<file path="src/rtl/cond_unit_pkg.sv">
// ============================================================================
// Module      : cond_unit_pkg
// Description : Shared constants for the ARM condition unit.
// Revision    : 1.0 - initial release
// ============================================================================
`default_nettype none

package cond_unit_pkg;

    localparam int FLAG_BITS = 4;

    // Bit positions inside the {N,Z,C,V} flag vector
    localparam int FLAG_N = 3;
    localparam int FLAG_Z = 2;
    localparam int FLAG_C = 1;
    localparam int FLAG_V = 0;

    // FlagW fields: [1] selects the N,Z group, [0] selects the C,V group
    localparam int FLAGW_NZ = 1;
    localparam int FLAGW_CV = 0;

    localparam logic [3:0] COND_EQ = 4'b0000;
    localparam logic [3:0] COND_NE = 4'b0001;
    localparam logic [3:0] COND_CS = 4'b0010;
    localparam logic [3:0] COND_CC = 4'b0011;
    localparam logic [3:0] COND_MI = 4'b0100;
    localparam logic [3:0] COND_PL = 4'b0101;
    localparam logic [3:0] COND_VS = 4'b0110;
    localparam logic [3:0] COND_VC = 4'b0111;
    localparam logic [3:0] COND_HI = 4'b1000;
    localparam logic [3:0] COND_LS = 4'b1001;
    localparam logic [3:0] COND_GE = 4'b1010;
    localparam logic [3:0] COND_LT = 4'b1011;
    localparam logic [3:0] COND_GT = 4'b1100;
    localparam logic [3:0] COND_LE = 4'b1101;
    localparam logic [3:0] COND_AL = 4'b1110;

endpackage

`default_nettype wire

</file>
<file path="src/rtl/cond_unit_cond_check.sv">
// ============================================================================
// Module      : cond_check
// Description : Pure combinational decode of the ARM condition field.
// Revision    : 1.0 - initial release
// ============================================================================
`default_nettype none

module cond_check
    import cond_unit_pkg::*;
(
    input  logic [3:0]           Cond,
    input  logic [FLAG_BITS-1:0] Flags,
    output logic                 CondEx
);

    logic w_n, w_z, w_c, w_v;

    assign w_n = Flags[FLAG_N];
    assign w_z = Flags[FLAG_Z];
    assign w_c = Flags[FLAG_C];
    assign w_v = Flags[FLAG_V];

    always_comb begin
        CondEx = 1'b1;
        case (Cond)
            COND_EQ: CondEx = w_z;
            COND_NE: CondEx = ~w_z;
            COND_CS: CondEx = w_c;
            COND_CC: CondEx = ~w_c;
            COND_MI: CondEx = w_n;
            COND_PL: CondEx = ~w_n;
            COND_VS: CondEx = w_v;
            COND_VC: CondEx = ~w_v;
            COND_HI: CondEx = w_c & ~w_z;
            COND_LS: CondEx = ~w_c | w_z;
            COND_GE: CondEx = (w_n == w_v);
            COND_LT: CondEx = (w_n != w_v);
            COND_GT: CondEx = ~w_z & (w_n == w_v);
            COND_LE: CondEx = w_z | (w_n != w_v);
            // AL and the unused 1111 encoding both always execute
            default: CondEx = 1'b1;
        endcase
    end

endmodule

`default_nettype wire

</file>
<file path="src/rtl/cond_unit.sv">
// ============================================================================
// Module      : cond_unit
// Description : ARM flags register, condition evaluation and write gating.
// Revision    : 1.0 - initial release
// ============================================================================
`default_nettype none

module cond_unit
    import cond_unit_pkg::*;
#(
    parameter int                FLAG_W      = FLAG_BITS,
    parameter logic [FLAG_W-1:0] RESET_FLAGS = '0
) (
    input  logic              CLK,
    input  logic              Reset_n,
    input  logic              En,
    input  logic              Flush,
    input  logic [3:0]        Cond,
    input  logic [FLAG_W-1:0] ALUFlags,
    input  logic [1:0]        FlagW,
    input  logic              PCS,
    input  logic              RegW,
    input  logic              MemW,
    input  logic              NoWrite,
    output logic              PCSrc,
    output logic              RegWrite,
    output logic              MemWrite,
    output logic              CondEx,
    output logic [FLAG_W-1:0] Flags
);

    logic [FLAG_W-1:0] r_flags;
    logic              w_pass;
    logic              w_live;

    // Evaluated against the stored flags only: no same-cycle bypass from ALUFlags
    cond_check u_cond_check (
        .Cond   (Cond),
        .Flags  (r_flags),
        .CondEx (w_pass)
    );

    assign w_live = En & ~Flush & Reset_n;

    assign CondEx   = w_pass & Reset_n;
    assign PCSrc    = PCS  & w_pass & w_live;
    assign RegWrite = RegW & w_pass & ~NoWrite & w_live;
    assign MemWrite = MemW & w_pass & w_live;
    assign Flags    = r_flags;

    always_ff @(posedge CLK or negedge Reset_n) begin
        if (!Reset_n) begin
            r_flags <= RESET_FLAGS;
        end else if (w_live && w_pass) begin
            if (FlagW[FLAGW_NZ]) begin
                r_flags[FLAG_N:FLAG_Z] <= ALUFlags[FLAG_N:FLAG_Z];
            end
            if (FlagW[FLAGW_CV]) begin
                r_flags[FLAG_C:FLAG_V] <= ALUFlags[FLAG_C:FLAG_V];
            end
        end
    end

endmodule

`default_nettype wire

</file>
<file path="config.mk">
export PLATFORM = sky130hd
export DESIGN_NAME = cond_unit
export DESIGN_NICKNAME = d
export VERILOG_FILES = /design/src/rtl/cond_unit_pkg.sv /design/src/rtl/cond_unit_cond_check.sv /design/src/rtl/cond_unit.sv
export SDC_FILE = /design/constraint.sdc
export NUM_CORES = 1
export LEC_CHECK = 0
export CAP_MARGIN = 30
export CORE_AREA = 4 4 41 43
export CTS_CLUSTER_SIZE = 8
export DETAILED_ROUTE_END_ITERATION = 6
export DIE_AREA = 0 0 45 47
export PLACE_DENSITY_LB_ADDON = 0.12
export SETUP_SLACK_MARGIN = 0.2
export SYNTH_ARGS = -nofsm -noshare
export SYNTH_HDL_FRONTEND = slang
export SYNTH_SLANG_ARGS = --single-unit
</file>
<file path="constraint.sdc">
create_clock -name CLK -period 2.8 [get_ports CLK]
set_input_delay 0.56 -clock CLK [delete_from_list [all_inputs] [get_ports CLK]]
set_output_delay 0.56 -clock CLK [all_outputs]
set_load 0.01 [all_outputs]
</file>
==> impl_metrics.csv <==
group,metric,value,unit
status,outcome,"complete, no violations",
grt,grt_start_max_net_pins,7,
logic_synthesis,syn-num-nets,50,
clocking,clockRootBuffer,"clkbuf_4",
logic_synthesis,yosys-top-cells-area,"dfrtp_1 28%, mux2_2 13%, mux2i_1 11%, xnor3_1 6.3%, and3b_1 4.9%",
grt,overflow,0,
logic_synthesis,synthSimpleGateAreaFrac,22.30,%
route,viasPerCell,4.802,
clocking,cts_buffers,3,
cells_and_area,area_growth,103.1,%
floorplan,die_area,2115,µm²
grt,grt_first_pass_wirelength,1.821,mm
logic_synthesis,synthAdderAreaFrac,0,%
logic_synthesis,synthTopCellsByCount,"4 x dfrtp_1, 4 x mux2_2, 4 x mux2i_1",
timing,whs,0.5582,ns
timing,rsz0062_at_grt,"yes",
route,drc_errors,0,
logic_synthesis,yosysWarningCount,0,
placed_design,dp_hpwl,880,µm
power_and_ir_drop,powerDensity,605.6,nW/µm²
logic_synthesis,synth_ff_type,"dfrtp_1",
logic_synthesis,syn-cell-area,359.1,µm²
grt,antenna_found_initial,0,
power_and_ir_drop,peakVddDrop,0.0003171,V
cells_and_area,largest_register_ffs,4,
timing,max_freq,0.3907,GHz
floorplan,ios,26,
logic_synthesis,async_flop_share,100.0,%
cells_and_area,postLayoutCellArea,729.5,µm²
clocking,clk_pin_slew,0.04,ns
worst_setup_path,startpoint_type,"input port",
logic_synthesis,synth_xor_area_share,11.15,%
timing,clock_skew,0.007150,ns
clocking,clockBufferDepth,2,
min_path,hp-class,"reg -> reg",
floorplan,fp.dieW,45,µm
logic_synthesis,seq_area_frac_synth,27.87,%
logic_synthesis,yosys.area.top_type,"dfrtp_1",
clocking,cts_tree,"built",
logic_synthesis,synth_edf_count,0,
timing,worst_slew_pin_slew,0.2947,ns
timing,fin_crit,2.560,ns
worst_setup_path,crit_path_max_fanout,4,
logic_synthesis,synth-seq-cells,4,
timing,drv_slew,0,
worst_setup_path,worstSetupPathType,"in -> out",
logic_synthesis,synth_compound_area_share,14.98,%
placed_design,pre_cts_slack,-0.5157,ns
placed_design,post_dp_cell_area,680.7,µm²
clocking,worstSkewPairLatency,0.24,ns
clocking,cts.sink_count,4,
route,avgRoutedWirePerCell,12.01,µm
cells_and_area,nets,91,
cells_and_area,drive_gt1_share,45.07,%
floorplan,die_height,47,µm
grt,grt_usage,11.81,%
logic_synthesis,synth_top_cell_area_share,27.87,%
worst_setup_path,cp.required,2.24,ns
route,drt_wl_total,1.033,mm
logic_synthesis,synth_mux_area_share,23.69,%
route,antenna_left,0,
worst_setup_path,worst-r2r-setup-slack,0.89,ns
cells_and_area,final_cells,86,
route,drt_pass1_iterations,1,
timing,finalSetupViolations,0,
job,maxCapViolations,0,
floorplan,core_area,1301,µm²
grt,grt_pass1_vias,432,
placed_design,place_congestion,0.7423,
cells_and_area,diodes,0,
placed_design,placed_cells,79,
route,vias,413,
floorplan,start_util,27.60,%
worst_setup_path,arrival,2.00,ns
power_and_ir_drop,leakage,0.3393,nW
logic_synthesis,netlist_instances,32,
route,drt_iter0_drc,0,
clocking,cts.htree.levels,1,
timing,relSlewSlack,80.32,%
logic_synthesis,synth_top_family_by_area,"multiplexers",
clocking,hold_buffers,0,
timing,fin_ws,0.2404,ns
logic_synthesis,syn_avg_cell_area,11.22,µm²
timing,finalCritPeriodShare,91.41,%
timing,finalHoldViolCount,0,
power_and_ir_drop,power,0.4417,mW
placed_design,portBuffers,25,
logic_synthesis,synth_cell_types,19,
floorplan,rows,13,
worst_setup_path,endpoint_kind,"output pin",
final timing paths:
check                                     start  depth (start not counted)                   end
hold / removal             Flags[1]$_DFFE_PN0P_                          1  Flags[1]$_DFFE_PN0P_
hold reg to reg            Flags[1]$_DFFE_PN0P_                          1  Flags[1]$_DFFE_PN0P_
max in group asynchronous               Reset_n                          2  Flags[0]$_DFFE_PN0P_
setup / recovery                        Cond[3]                          9              RegWrite
min in group asynchronous               Reset_n                          2  Flags[3]$_DFFE_PN0P_
setup reg to reg           Flags[0]$_DFFE_PN0P_                          5  Flags[0]$_DFFE_PN0P_
cells in the final DEF (no fill, tap or decap):
cell type,Yosys,routed
and3_1,2,2
buf_6,0,2
clkdlybuf4s15_2,0,1
dfrtp_2,0,2
buf_2,0,5
mux2_2,4,4
clkdlybuf4s50_1,0,17
and3b_1,2,2
mux2i_2,0,1
nor2b_1,2,2
nor3b_1,1,1
a22oi_2,0,1
clkbuf_2,0,1
o211ai_2,1,1
o2111ai_1,2,2
nand3b_1,1,1
xnor3_1,1,1
buf_4,0,9
o311ai_2,0,1
and4b_1,1,1
o21a_1,1,1
dfrtp_1,4,2
nand2_1,1,1
or3b_2,1,1
dlygate4sd2_1,0,1
xor2_1,1,1
xnor2_1,1,1
mux2i_1,4,3
clkbuf_4,0,3
where the power goes:
| part | internal, mW | leakage, nW | switching, mW |
|---|---|---|---|
| Sequential | 0.0848 | 0.0467 | 0.0315 |
| Clock | 0.0480 | 0.0138 | 0.0247 |
| Combinational | 0.170 | 0.279 | 0.0831 |
timing repair:
action / in CTS / in global routing
setup buffers: 2 / 2
gates resized for setup: 27 / 7
endpoints found under the setup margin: 4 / 4
pin swaps: 3 / 2
cell families after synthesis:
| group | count (synthesis) |
|---|---|
| simple gates | 11 |
| xor+xnor | 3 |
| flops | 4 |
| compound gates | 6 |
| mux | 8 |
critical path, stage by stage:
cell	delay, ns
clkdlybuf4s15_2	0.21
buf_6	0.10
and3b_1	0.16
mux2i_1	0.16
o311ai_2	0.15
o21a_1	0.23
buf_4	0.13
and4b_1	0.15
buf_2	0.13
metal layers:
metal	part of all wire [%]	GRT usage (%)
met4	0	0
met2	49	19.77
met1	41	13.76
met3	9.3	7.280
met5	0	0
through the flow:
step | utilization [%] | TNS, ns
floorplan | - | 0
global placement | 52.31 | -1.795
detailed placement | 52.31 | -1.859
CTS | 55.96 | 0
global route | 56.06 | 0
finish | 56.06 | 0
layout make-up:
class	count	area, µm²
Sequential cell	4	102.6
Multi-Input combinational cell	28	275.3
Tap cell	15	18.77
Timing Repair Buffer	36	310.3
Clock buffer	3	22.52
Fill cell	131	571.8
Note: power is estimated with default switching activity, not from simulation.
